==> config.mk <==
export PLATFORM = sky130hd
export DESIGN_NAME = field_counter
export DESIGN_NICKNAME = d
export VERILOG_FILES = /design/src/rtl/field_counter.sv
export SDC_FILE = /design/constraint.sdc
export NUM_CORES = 1
export LEC_CHECK = 0
export BUFFER_PORTS_ARGS = -buffer_cell sky130_fd_sc_hd__buf_2
export CORE_AREA = 8 8 73 75
export CTS_CLUSTER_DIAMETER = 200
export DETAILED_ROUTE_END_ITERATION = 8
export DIE_AREA = 0 0 81 83
export PLACE_DENSITY = 0.45
export SETUP_SLACK_MARGIN = 0.3
export SYNTH_ARGS = -nofsm -noshare
export SYNTH_HDL_FRONTEND = slang
export SYNTH_SLANG_ARGS = --single-unit
==> constraint.sdc <==
create_clock -name clk -period 3.1 [get_ports clk]
set_input_delay 0.31 -clock clk [delete_from_list [all_inputs] [get_ports clk]]
set_output_delay 0.31 -clock clk [all_outputs]
set_load 0.05 [all_outputs]
==> src/rtl/field_counter.sv <==
// field_counter: register-field counter/statistics cell.
// It holds an F_WIDTH value. Software ports write it. Hardware events
// increment or decrement it. The counter saturates or wraps, and it can clear
// on read. Overflow and underflow flags are sticky. thresh_hit pulses on an
// upward crossing of THRESH.
//
// Ports:
//   clk          clock; all state changes on posedge
//   rst_n        synchronous active-low reset
//   sw_wr        per-port software write strobe (lowest asserted index wins)
//   sw_rd        per-port software read strobe
//   sw_wr_data   write data, port i at [i*F_WIDTH +: F_WIDTH]
//   cnt_en       gates hw_inc / hw_dec (not hw_clr)
//   hw_inc       add hw_inc_amt this cycle
//   hw_inc_amt   unsigned increment amount
//   hw_dec       subtract 1 this cycle
//   hw_clr       hardware clear, highest priority
//   field_value  registered counter value
//   ovf, udf     sticky overflow / underflow flags
//   thresh_hit   one-cycle pulse when field_value first reaches >= THRESH
module field_counter #(
  parameter int unsigned F_WIDTH     = 8,
  parameter int unsigned SW_CNT      = 1,
  parameter int unsigned INC_WIDTH   = 1,
  parameter int unsigned SATURATE    = 1,
  parameter int unsigned CLR_ON_RD   = 0,
  parameter int unsigned WR_PRIORITY = 0,
  parameter logic [F_WIDTH-1:0] THRESH    = '1,
  parameter logic [F_WIDTH-1:0] RST_VALUE = '0
) (
  input  logic                        clk,
  input  logic                        rst_n,
  input  logic [SW_CNT-1:0]           sw_wr,
  input  logic [SW_CNT-1:0]           sw_rd,
  input  logic [F_WIDTH*SW_CNT-1:0]   sw_wr_data,
  input  logic                        cnt_en,
  input  logic                        hw_inc,
  input  logic [INC_WIDTH-1:0]        hw_inc_amt,
  input  logic                        hw_dec,
  input  logic                        hw_clr,
  output logic [F_WIDTH-1:0]          field_value,
  output logic                        ovf,
  output logic                        udf,
  output logic                        thresh_hit
);

  // Two extra bits: bit F_WIDTH flags overflow and the MSB flags a negative sum.
  localparam int unsigned SW = F_WIDTH + 2;

  logic               wr_any;
  logic [F_WIDTH-1:0] wr_data;
  logic               rd_any;
  logic [SW-1:0]      inc_term;
  logic [SW-1:0]      dec_term;
  logic [SW-1:0]      delta;
  logic [SW-1:0]      base;
  logic [SW-1:0]      sum;
  logic               use_sum;
  logic [F_WIDTH-1:0] nxt;
  logic               set_ovf;
  logic               set_udf;
  logic               clr_flags;

  // Lowest-index asserted write port wins.
  always_comb begin
    wr_any  = 1'b0;
    wr_data = '0;
    for (int unsigned i = 0; i < SW_CNT; i++) begin
      if (sw_wr[i] && !wr_any) begin
        wr_any  = 1'b1;
        wr_data = sw_wr_data[i*F_WIDTH +: F_WIDTH];
      end
    end
  end

  assign rd_any = |sw_rd;

  // The delta is a two's-complement value in SW bits. inc and dec together give amt-1.
  assign inc_term = (cnt_en && hw_inc) ? {{(SW-INC_WIDTH){1'b0}}, hw_inc_amt} : '0;
  assign dec_term = (cnt_en && hw_dec) ? SW'(1) : '0;
  assign delta    = inc_term - dec_term;

  always_comb begin
    use_sum = 1'b0;
    base    = '0;
    sum     = '0;
    nxt     = field_value;
    set_ovf = 1'b0;
    set_udf = 1'b0;

    if (hw_clr) begin
      nxt = '0;
    end else if (wr_any) begin
      if ((WR_PRIORITY != 0) && (|delta)) begin
        base    = {2'b00, field_value};
        use_sum = 1'b1;
      end else begin
        nxt = wr_data;
      end
    end else if ((CLR_ON_RD != 0) && rd_any) begin
      // Clear-on-read still applies this cycle's count, so no event is lost.
      base    = '0;
      use_sum = 1'b1;
    end else begin
      base    = {2'b00, field_value};
      use_sum = 1'b1;
    end

    if (use_sum) begin
      sum = base + delta;
      if (sum[SW-1]) begin
        set_udf = 1'b1;
        nxt     = (SATURATE != 0) ? '0 : '1;
      end else if (sum[F_WIDTH]) begin
        set_ovf = 1'b1;
        nxt     = (SATURATE != 0) ? '1 : sum[F_WIDTH-1:0];
      end else begin
        nxt = sum[F_WIDTH-1:0];
      end
    end

    clr_flags = !hw_clr && (wr_any || ((CLR_ON_RD != 0) && rd_any));
  end

  always_ff @(posedge clk) begin
    if (!rst_n) begin
      field_value <= RST_VALUE;
      ovf         <= 1'b0;
      udf         <= 1'b0;
      thresh_hit  <= 1'b0;
    end else begin
      field_value <= nxt;
      // A flag set in this cycle takes priority over a flag clear in the same cycle.
      ovf         <= set_ovf || (ovf && !clr_flags);
      udf         <= set_udf || (udf && !clr_flags);
      thresh_hit  <= (nxt >= THRESH) && (field_value < THRESH);
    end
  end

endmodule

* Word-level counts from Yosys, hierarchy flattened *
Index checks and enable logic that the tools add are counted.

storage, ports and cells
  flip-flop bits (word level) = 11
  input port bits = 17

cells by class
  reduce and logical (&&, ||, !) cells = 10
  muxes and demuxes = 18
  $lt $le $gt $ge = 2
  add/subtract/negate cells = 2

operators with widths
  kind                number
  $mux 8              7
  $add 10x10->10      1
  $mux 1              10
  $mux 10             1
  $ge 8x8->1 const B  1
  $lt 8x8->1 const B  1
  $logic_and 1x1->1   6
  $logic_not 1->1     2
  $logic_or 1x1->1    2
  $sub 1x1->2         1

* Logic depth before layout (Yosys ltp) *
Gate-level depths: netlist of run 1.

  depth after elaboration = 9
  mapped depth = 13
  mapped depth without buffers = 12

* Least setup slack after synthesis of run 1 *
No wires, ideal clock.

  path kind = input to register
  from = in hw_dec
  to = reg thresh_hit
  slack = 345 ps
  required time = 3013 ps
  data arrival time = 2668 ps
  stages = 13
  library setup time = 87 ps
  cell sequence = and2_1 -> ha_1 -> buf_2 -> buf_2 -> xnor2_1 -> ha_1 -> a31oi_1 -> a21o_1 -> a2111oi_4 -> o211ai_2 -> a31oi_1 -> o21ai_0 -> nor4b_4

on the way
  cells in the longest elaborated chain, start to end = 9

RTL lines
  what                    line  text
  start: declaration      39    input logic hw_dec,
  $logic_and 1x1->1 (*)   80    assign dec_term = (cnt_en && hw_dec) ? SW'(1) : '0;
  $mux 1 (*)              80
  $sub 1x1->2 (*)         81    assign delta = inc_term - dec_term;
  $add 10x10->10 (*)      110   sum = base + delta;
  $mux 8                  114   end else if (sum[F_WIDTH]) begin
  $mux 8 (*)              111   if (sum[SW-1]) begin
  $mux 8 (*)              109   if (use_sum) begin
  $ge 8x8->1 (*)          136   thresh_hit <= (nxt >= THRESH) && (field_value < THRESH);
  $logic_and 1x1->1 (*)   136
  end signal: assignment  136
  end: declaration        44    output logic thresh_hit

Mark *: on every way between the ends. The rest lies on a longest branch, timed or not.
A chain may end at the register's enable or synchronous reset.

* Final worst setup path of run 1 *
  from = in hw_clr
  to = reg ovf

on the way
  cells in the longest elaborated chain, start to end = 6
  elaborated cells on any way between the ends = 11
  those cells by class = 1 x add/sub; 5 x mux; 5 x reduce/logical

RTL lines
  what                    line  text
  start: declaration      40    input logic hw_clr,
  $mux 10                 91    if (hw_clr) begin
  $add 10x10->10          110
  $mux 1                  114
  $mux 1                  111
  $mux 1                  109
  $logic_or 1x1->1 (*)    134   ovf <= set_ovf || (ovf && !clr_flags);
  end signal: assignment  134
  end: declaration        42    output logic ovf,

Marks and branches as above.

==> results of run 1 <==
## final timing paths
check                   end           start  slack [ns]
max reg2reg      thresh_hit  field_value[4]        0.63
max                     ovf          hw_clr        0.42
min reg2reg             udf             udf        0.50
min          field_value[2]   sw_wr_data[2]        0.34
## state kept, by name, indices dropped and copies added, names as in the netlist
name,count
field_value,8
udf,1
ovf,1
thresh_hit,1
## worst register-to-register path, stage by stage, from the launching register on
cell       delay [ns]
dfxtp_1          0.44
nor3b_4          0.41
xor2_1           0.25
nand2_1          0.14
a2111oi_4        0.42
o211a_1          0.30
o21ai_0          0.18
nor4b_4          0.24
## per-stage QoR
step                setup slack [ns]  hold slack [ns]
global route                   0.259            0.349
CTS                            0.395            0.343
floorplan                      0.345            0.445
finish                         0.418            0.341
detailed placement             0.144            0.487
global placement               0.194            0.476
## cells in the final DEF (no fill, tap or decap), types with 2 or more instances in the layout
| master | instances |
|---|---|
| inv_1 | 4 |
| nor2b_1 | 6 |
| nand4_1 | 5 |
| a22oi_1 | 2 |
| and2_1 | 5 |
| nor2_1 | 9 |
| nand3b_1 | 3 |
| o211ai_1 | 2 |
| a21o_1 | 2 |
| dfxtp_1 | 11 |
| clkbuf_8 | 3 |
| buf_2 | 26 |
| o21ai_0 | 8 |
| a22oi_2 | 2 |
| a21oi_1 | 8 |
| nor3_1 | 2 |
| buf_4 | 10 |
| nor4_1 | 2 |
| a31oi_1 | 5 |
| a21boi_1 | 4 |
| nand2_1 | 22 |
| o21ai_1 | 3 |
| nand3_1 | 4 |
| a211oi_1 | 2 |
| ha_1 | 8 |
| xnor2_1 | 8 |
| o211a_1 | 2 |
## cell families after synthesis
| kind of cell | Yosys count |
|---|---|
| AOI/OAI and AO/OA | 49 |
| xor gates and xnor gates | 10 |
| adders and majority gates | 8 |
| buffers and inverters | 11 |
| DFF | 11 |
| muxes | 1 |
| and+or+nand+nor | 67 |
## cell type report
| cell class | instances | area, um^2 |
|---|---|---|
| Sequential cell | 11 | 220 |
| Inverter | 4 | 15.0 |
| Clock buffer | 4 | 45.0 |
| Multi-Input combinational cell | 135 | 965 |
| Timing Repair Buffer | 36 | 205 |
| Fill cell | 458 | 2690 |
| Tap cell | 52 | 65.1 |
## where the power goes
part | internal, W | switching, W | leakage, nW
clock network | 0.0000904 | 0.0000544 | 0.0228
logic | 0.0000615 | 0.000106 | 0.540
registers | 0.000149 | 0.00000919 | 0.0899
## routing by layer
metal	track usage [%]	up-vias	part of all wire [%]
met1	14.2	609	48
met2	17.5	18	48
met3	1.51	4	2.3
li1	-	644	-
met5	0	-	0
met4	3.25	0	1.2
## repair_timing
item / in CTS / in global routing
setup buffers: 0 / 2
hold buffers: 0 / 0
resized for setup: 0 / 5
endpoints found under the setup margin: 0 / 3
==> flow_metrics.tcl, run 1 <==
set metrics [dict create \
    power_w 0.000471 \
    drive_gt1_share_pct 27.4 \
    synth_commonest_cells "nand2_1 (22), dfxtp_1 (11), o21ai_0 (10), nor2_1 (9)" \
    synth_cell_types 46 \
    synthXorXnorAreaFrac_pct 7.84 \
    syn_to_final_growth_pct 25.0 \
    yosysMostFrequentCell "nand2_1" \
    vias 1275 \
    critPathArrivalTime_ns 2.81 \
    cp.depth 14 \
    synth_area_um2 1210 \
    cap_violations 0 \
    hp-class "in2reg" \
    h-tree-depth 1 \
    synth_simple_gate_area_share_pct 31.1 \
    yosys_warnings 0 \
    finalClockSkew_ns 0.00455 \
    cts_tree "built" \
    synth_top_area_share_pct 18.2 \
    finalCriticalPeriod_ns 2.68 \
    seq_area_frac_synth_pct 18.2 \
    utilization_pct 36.0 \
    rows 24 \
    drtIter0Drc 85 \
    wl_mm 3.75 \
    gp_congestion 0.823 \
    outcome "completed" \
    gr-total-overflow 0 \
    dp_cells 236 \
    cts_num_sinks 11 \
    cts_root_buffer "clkbuf_8" \
    path_cells "buf_2 > nor2_1 > buf_4 > and2_1 > ha_1 > nor2b_1 > o21ai_0 > a211oi_1 > a211oi_2 > mux2i_2 > nand2_2 > buf_4 > a22oi_1 > nor2b_1" \
    hpwl_mm 2.93 \
    synthFlopType "dfxtp_1" \
    ff2ff_path_depth 7 \
    clockBufferDepth 2 \
    grt_max_degree 16 \
    path_max_fanout 13 \
    critPathLaunchType "primary input" \
    clk_latency_ns 0.24 \
    ir_drop_mv 0.311 \
    yosys.area.top_type "dfxtp_1" \
    path_buf_inv 3 \
    power.density_nw_per_um2 311 \
    routed_via_density 5.27 \
    cpLargestDelayFamily "compound AO/OA/AOI/OAI gates" \
    synth_fa_ha_area_share_pct 8.26 \
    grt_pass1_wl_mm 6.07 \
    fp.dieW_um 81 \
    start_util_pct 28.8 \
    nets 216 \
    synth.top_cells.by_area "dfxtp_1 (18%), ha_1 (8.3%), nand2_1 (6.8%), xnor2_1 (5.8%), o21ai_0 (4.1%)" \
    ios 28 \
    cp-end-kind "flop" \
    critPathMaxStageDelay_ns 0.39 \
    synthMuxAreaShare_pct 0.826 \
    synth_fp_nets 182 \
    max_slew.worst_pin.slew_ns 0.485 \
    fin_tns_setup_ns 0 \
    synth_top_family_by_area "simple AND/OR/NAND/NOR gates" \
    grt_antenna_before_repair 0 \
    ys_ff_latch 11 \
    async_flop_share_pct 0 \
    finalMaxSlewViolations 0 \
    coreArea_um2 4200 \
    cp_slowest_cell "mux2i_2" \
    cts.clk_slew.worst_paths_ns 0.05 \
    grt_pass1_vias 1272 \
    hold_depth 3 \
    wire_per_inst_um 15.5 \
    first_pass_iters 4 \
    fmax_ghz 0.373 \
    synth_edf_count 0 \
    rsz0062_at_grt "no" \
    grt_use_total_pct 10.8 \
    crit_type "in2reg" \
    postSynthAreaPerCell_um2 7.72 \
    io_buffers 26 \
    setup_viol 0 \
    leakage_nw 0.652 \
    fin_area_um2 1520 \
    die_h_um 83 \
    cts_buffers 3 \
    slew_headroom_pct 67.3 \
    antenna_cells 0 \
    hold_viol 0 \
    die-area_um2 6720 \
    postSynthCellCount 157 \
    fin_cells 242 \
    crit_required_ns 3.23 \
    place_area_um2 1440 \
    drc 0 \
    synth_compound_area_share_pct 30.0 \
    post-route-period-util_pct 86.5 \
    antenna_left 0 \
]
Power figures use the tool's default switching activity.
==> run 2, diff against run 1 <==
--- a/config.mk
+++ b/config.mk
@@ -5,12 +5,12 @@
 export SDC_FILE = /design/constraint.sdc
 export NUM_CORES = 1
 export LEC_CHECK = 0
-export BUFFER_PORTS_ARGS = -buffer_cell sky130_fd_sc_hd__buf_2
 export CORE_AREA = 8 8 73 75
 export CTS_CLUSTER_DIAMETER = 200
 export DETAILED_ROUTE_END_ITERATION = 8
 export DIE_AREA = 0 0 81 83
-export PLACE_DENSITY = 0.45
+export DONT_BUFFER_PORTS = 1
+export PLACE_DENSITY = 0.4
 export SETUP_SLACK_MARGIN = 0.3
 export SYNTH_ARGS = -nofsm -noshare
 export SYNTH_HDL_FRONTEND = slang
==> run 2 against run 1 <==
Net effect:
- total power down 4.1%
- maximum frequency up 3.5%
- critical path type unchanged
- sequential power about the same
- die area unchanged
==> flow_metrics.tcl, run 2 (synthesis gave the netlist of run 1 again) <==
set metrics [dict create \
    outcome "completed" \
    drc 0 \
    ff2ff_path_depth 10 \
    p_int_w 0.000295 \
    io_buffers 0 \
    cpLargestDelayFamily "compound AO/OA/AOI/OAI gates" \
    swShare_pct 34.8 \
    rows 24 \
    wl_met2_mm 1.76 \
    final_cell_mix "nand2_1 (22), buf_4 (13), dfxtp_1 (11)" \
    power_w 0.000452 \
    ir_drop_mv 0.221 \
    timing.rr.start "field_value[0]" \
    syn_to_final_growth_pct 16.9 \
    crit_path_frequent_cell "ha_1" \
    power.switching_w 0.000157 \
    finalCriticalPeriod_ns 2.59 \
    clk_latency_ns 0.24 \
    crit_required_ns 3.25 \
    hold_depth 2 \
    reg2reg_slack_ns 0.62 \
    critPathLaunchType "primary input" \
    startpoint "hw_dec" \
    routed_via_density 5.39 \
    r2r-end "thresh_hit" \
    drtIter0Drc 52 \
    nets 194 \
    hp-class "in2reg" \
    hpwl_mm 2.89 \
    place_area_um2 1360 \
    cts_root_buffer "clkbuf_8" \
    pwr-share-seq_pct 35.2 \
    wl_met1_mm 1.63 \
    finalMaxSlewViolations 0 \
    setup_viol 0 \
    worstHoldEndpoint "field_value[1]" \
    p_comb_share_pct 33.1 \
    clock_power_share_pct 31.7 \
    gp_congestion 0.827 \
    die-area_um2 6720 \
    cts_buffers 3 \
    path_buf_inv 1 \
    cts_tree "built" \
    top_layer "met4" \
    layout_commonest_cell "nand2_1" \
    h-tree-depth 1 \
    hp-start "sw_wr_data[1]" \
    antenna_left 0 \
    fp.dieW_um 81 \
    wl_mm 3.60 \
    largest-register "field_value" \
    dr_wl_met3_um 172 \
    fin_area_um2 1420 \
    die_h_um 83 \
    first_pass_iters 4 \
    path_cells "and2_1 > ha_1 > inv_1 > ha_1 > ha_1 > a31oi_1 > a21oi_1 > o21ai_0 > o211ai_2 > a31oi_1 > o21ai_0 > nor4b_4" \
    grt_max_degree 20 \
    fmax_ghz 0.386 \
    post-route-period-util_pct 83.5 \
    critPathMaxStageDelay_ns 0.32 \
    fin_tns_setup_ns 0 \
    path_max_fanout 7 \
    cts_setup_buffers 0 \
    cp_slowest_cell "o21ai_0" \
    wire_per_inst_um 16.3 \
    antenna_cells 0 \
    coreArea_um2 4200 \
    crit_type "in2reg" \
    grt_pass1_vias 1223 \
    utilization_pct 33.7 \
    clockBufferDepth 2 \
    ios 28 \
    start_util_pct 28.8 \
    grt_pass1_wl_mm 6.15 \
    holdWs_ns 0.202 \
    drive_gt1_share_pct 17.3 \
    hold_viol 0 \
    cts.clk_slew.worst_paths_ns 0.05 \
    grt_antenna_before_repair 0 \
    critPathArrivalTime_ns 2.74 \
    finalClockSkew_ns 0.00539 \
    power.density_nw_per_um2 319 \
    grt_use_total_pct 11.1 \
    gr-total-overflow 0 \
    leakage_nw 0.561 \
    max_slew.worst_pin.slew_ns 0.509 \
    cp-end-kind "flop" \
    vias 1185 \
    slew_headroom_pct 66.1 \
    cap_violations 0 \
    largest_reg_flops 8 \
    cts_num_sinks 11 \
    rsz0062_at_grt "no" \
]
-- run 2: power groups by stage --
stage,combinational (W),sequential [W],clock [W]
after global routing,0.000164,0.000160,0.000154
final,0.000150,0.000159,0.000143
after detailed placement,0.000147,0.000162,0
after global placement,0.000148,0.000162,0
after floorplan,0.0000866,0.000185,0
after CTS,0.000148,0.000159,0.000146
-- run 2: worst max path at each step --
stage                     end  slack, ns  depth (start not counted)
3_5_place_dp       thresh_hit       0.24                         11
5_1_grt        field_value[5]       0.31                         11
2_1_floorplan      thresh_hit       0.35                         13
4_1_cts            thresh_hit       0.48                         11
3_3_place_gp       thresh_hit       0.25                         11
6_report           thresh_hit       0.51                         12
-- run 2: per-stage QoR --
| stage | instances | setup WS, ns |
|---|---|---|
| after floorplan | 157 | 0.345 |
| after global placement | 216 | 0.252 |
| after detailed placement | 216 | 0.238 |
| after CTS | 220 | 0.482 |
| after global routing | 220 | 0.309 |
| final | 220 | 0.510 |
-- run 2: what timing repair did --
action | CTS | global route
setup endpoints to repair | 0 | 5
hold buffers | 0 | 0
resized for setup | 0 | 2
-- run 2: metal layers --
metal  global-route usage [%]  vias to the layer above
met4                     3.09                        0
met3                     2.91                        4
met1                     13.8                      564
met2                     18.0                       19
li1                         -                      598
met5                        0                        -
-- run 2: layout make-up --
cell class | count | area, um^2
clock buffer | 4 | 45.0
tap | 52 | 65.1
timing repair buffer | 14 | 118
sequential | 11 | 220
multi-input combinational | 135 | 955
inverter | 4 | 15.0
fill | 469 | 2790
==> run 3, diff against run 2 <==
==> constraint.sdc (replaced) <==
create_clock -name clk -period 2.51 [get_ports clk]
set_input_delay 0.251 -clock clk [delete_from_list [all_inputs] [get_ports clk]]
set_output_delay 0.251 -clock clk [all_outputs]
set_load 0.05 [all_outputs]
==> run 3 against run 2 <==
Net effect:
- worst setup slack got worse by 0.29 ns
- total power grew 36%
- combinational power is 57% higher
- clock power grew 24%
- sequential share of layout area fell by 2.6 points
- core utilization is 8.8 points higher
- register-to-register slack lost 0.40 ns
- largest power group is now combinational cells
- highest routed layer unchanged
==> flow_metrics.tcl, run 3 (synthesis gave the netlist of run 1 again) <==
set metrics [dict create \
    drc 0 \
    clk_latency_ns 0.24 \
    gr-total-overflow 0 \
    largest-register "field_value" \
    post-route-period-util_pct 91.2 \
    antenna_cells 0 \
    grt_use_total_pct 12.2 \
    fin_cells 247 \
    r2r-end "thresh_hit" \
    drive_gt1_share_pct 44.1 \
    ff2ff_path_depth 10 \
    hold_depth 2 \
    grt_antenna_before_repair 0 \
    power.density_nw_per_um2 343 \
    reg2reg_slack_ns 0.22 \
    cts_hold_buffers 0 \
    leakage_nw 0.723 \
    setup_viol 0 \
    finalMaxSlewViolations 0 \
    p_int_w 0.000401 \
    syn_to_final_growth_pct 47.4 \
    timing.rr.start "field_value[5]" \
    worstHoldEndpoint "field_value[6]" \
    rsz0062_at_grt "yes" \
    cts.clk_slew.worst_paths_ns 0.05 \
    dp_cells 234 \
    swShare_pct 34.5 \
    ios 28 \
    layout_commonest_cell "buf_4" \
    die-area_um2 6720 \
    cts_tree "built" \
    pwr-share-seq_pct 32.4 \
    hp-start "rst_n" \
    finalClockSkew_ns 0.00747 \
    vias 1281 \
    finalCriticalPeriod_ns 2.29 \
    h-tree-depth 1 \
    clock_power_share_pct 29.1 \
    gp_congestion 0.853 \
    start_util_pct 28.8 \
    setup_slack_ns 0.221 \
    final_cell_mix "buf_4 (38), nand2_1 (22), nor2_1 (8), a21oi_1 (8)" \
    crit_required_ns 2.64 \
    power_w 0.000612 \
    ir_drop_mv 0.242 \
    grt_max_degree 14 \
    p_comb_share_pct 38.5 \
    cts_buffers 3 \
    power.switching_w 0.000211 \
    nets 221 \
    first_pass_iters 4 \
    drtIter0Drc 41 \
    hold_viol 0 \
    fp.dieW_um 81 \
    routed_via_density 5.19 \
    max_slew.worst_pin.slew_ns 0.534 \
    path_max_fanout 7 \
    outcome "completed" \
    die_h_um 83 \
    hp-class "in2reg" \
    wl_mm 4.06 \
    crit_type "reg2reg" \
    dp_slack_ns -0.100 \
    antenna_left 0 \
    slew_headroom_pct 64.3 \
    critPathLaunchType "flop" \
    grt_pass1_wl_mm 6.56 \
    largest_reg_flops 8 \
    critPathArrivalTime_ns 2.41 \
    cap_violations 0 \
    grt_pass1_vias 1275 \
    coreArea_um2 4200 \
    fmax_ghz 0.437 \
    clockBufferDepth 2 \
    cts_num_sinks 11 \
    io_buffers 0 \
    cts_root_buffer "clkbuf_8" \
    cp-end-kind "flop" \
    wire_per_inst_um 16.5 \
    hpwl_mm 3.19 \
    holdWs_ns 0.136 \
    rows 24 \
]
-- run 3: what timing repair did --
| action | 4_1_cts | 5_1_grt |
|---|---|---|
| setup endpoints to repair | 7 | 11 |
| pin swaps | 10 | 14 |
| buffers inserted | 6 | 3 |
| gates resized for setup | 15 | 14 |
-- run 3: worst max-delay path by stage --
stage	startpoint	to	slack [ns]	cells after the start
final	field_value[5]	thresh_hit	0.22	10
after global routing	field_value[0]	thresh_hit	0.13	10
after CTS	field_value[1]	thresh_hit	0.24	10
after detailed placement	hw_dec	thresh_hit	-0.10	11
after global placement	hw_clr	thresh_hit	-0.06	11
after floorplan	hw_dec	thresh_hit	-0.01	13
-- run 3: power by group through the flow --
stage	logic (W)	clock network, W	registers (W)
2_1_floorplan	0.000116	0	0.000231
3_3_place_gp	0.000203	0	0.000204
3_5_place_dp	0.000204	0	0.000204
4_1_cts	0.000221	0.000182	0.000200
5_1_grt	0.000255	0.000195	0.000200
6_report	0.000236	0.000178	0.000199
-- run 3: worst max-delay path, stage by stage (launching register included) --
cell      delay, ns
dfxtp_2        0.32
and2_4         0.14
ha_4           0.15
nor2b_1        0.12
o21ai_1        0.18
a31oi_1        0.13
or3_4          0.37
o211ai_4       0.29
a22oi_2        0.12
o21a_2         0.24
nor4b_4        0.12
-- run 3: routing by layer --
metal / global-route usage (%) / wire [um] / vias up
met4: 4.72 / 80 / 0
li1: - / - / 654
met1: 15.5 / 1840 / 598
met5: 0 / 0 / -
met3: 2.69 / 172 / 7
met2: 19.1 / 1980 / 22
-- run 3: final cells by class --
type                            count  area [um^2]
Clock buffer                        4         45.0
Timing Repair Buffer               41          319
Multi-Input combinational cell    135         1110
Tap cell                           52         65.1
Sequential cell                    11          231
Inverter                            4         15.0
Fill cell                         434         2420
-- run 3: stage by stage --
step	utilization (%)	cell area [um^2]	TNS (ns)
6_report	42.5	1790	0
5_1_grt	42.5	1790	0
4_1_cts	40.1	1690	0
3_5_place_dp	36.5	1530	-0.146
3_3_place_gp	36.5	1530	-0.0865
2_1_floorplan	-	1270	-0.0147
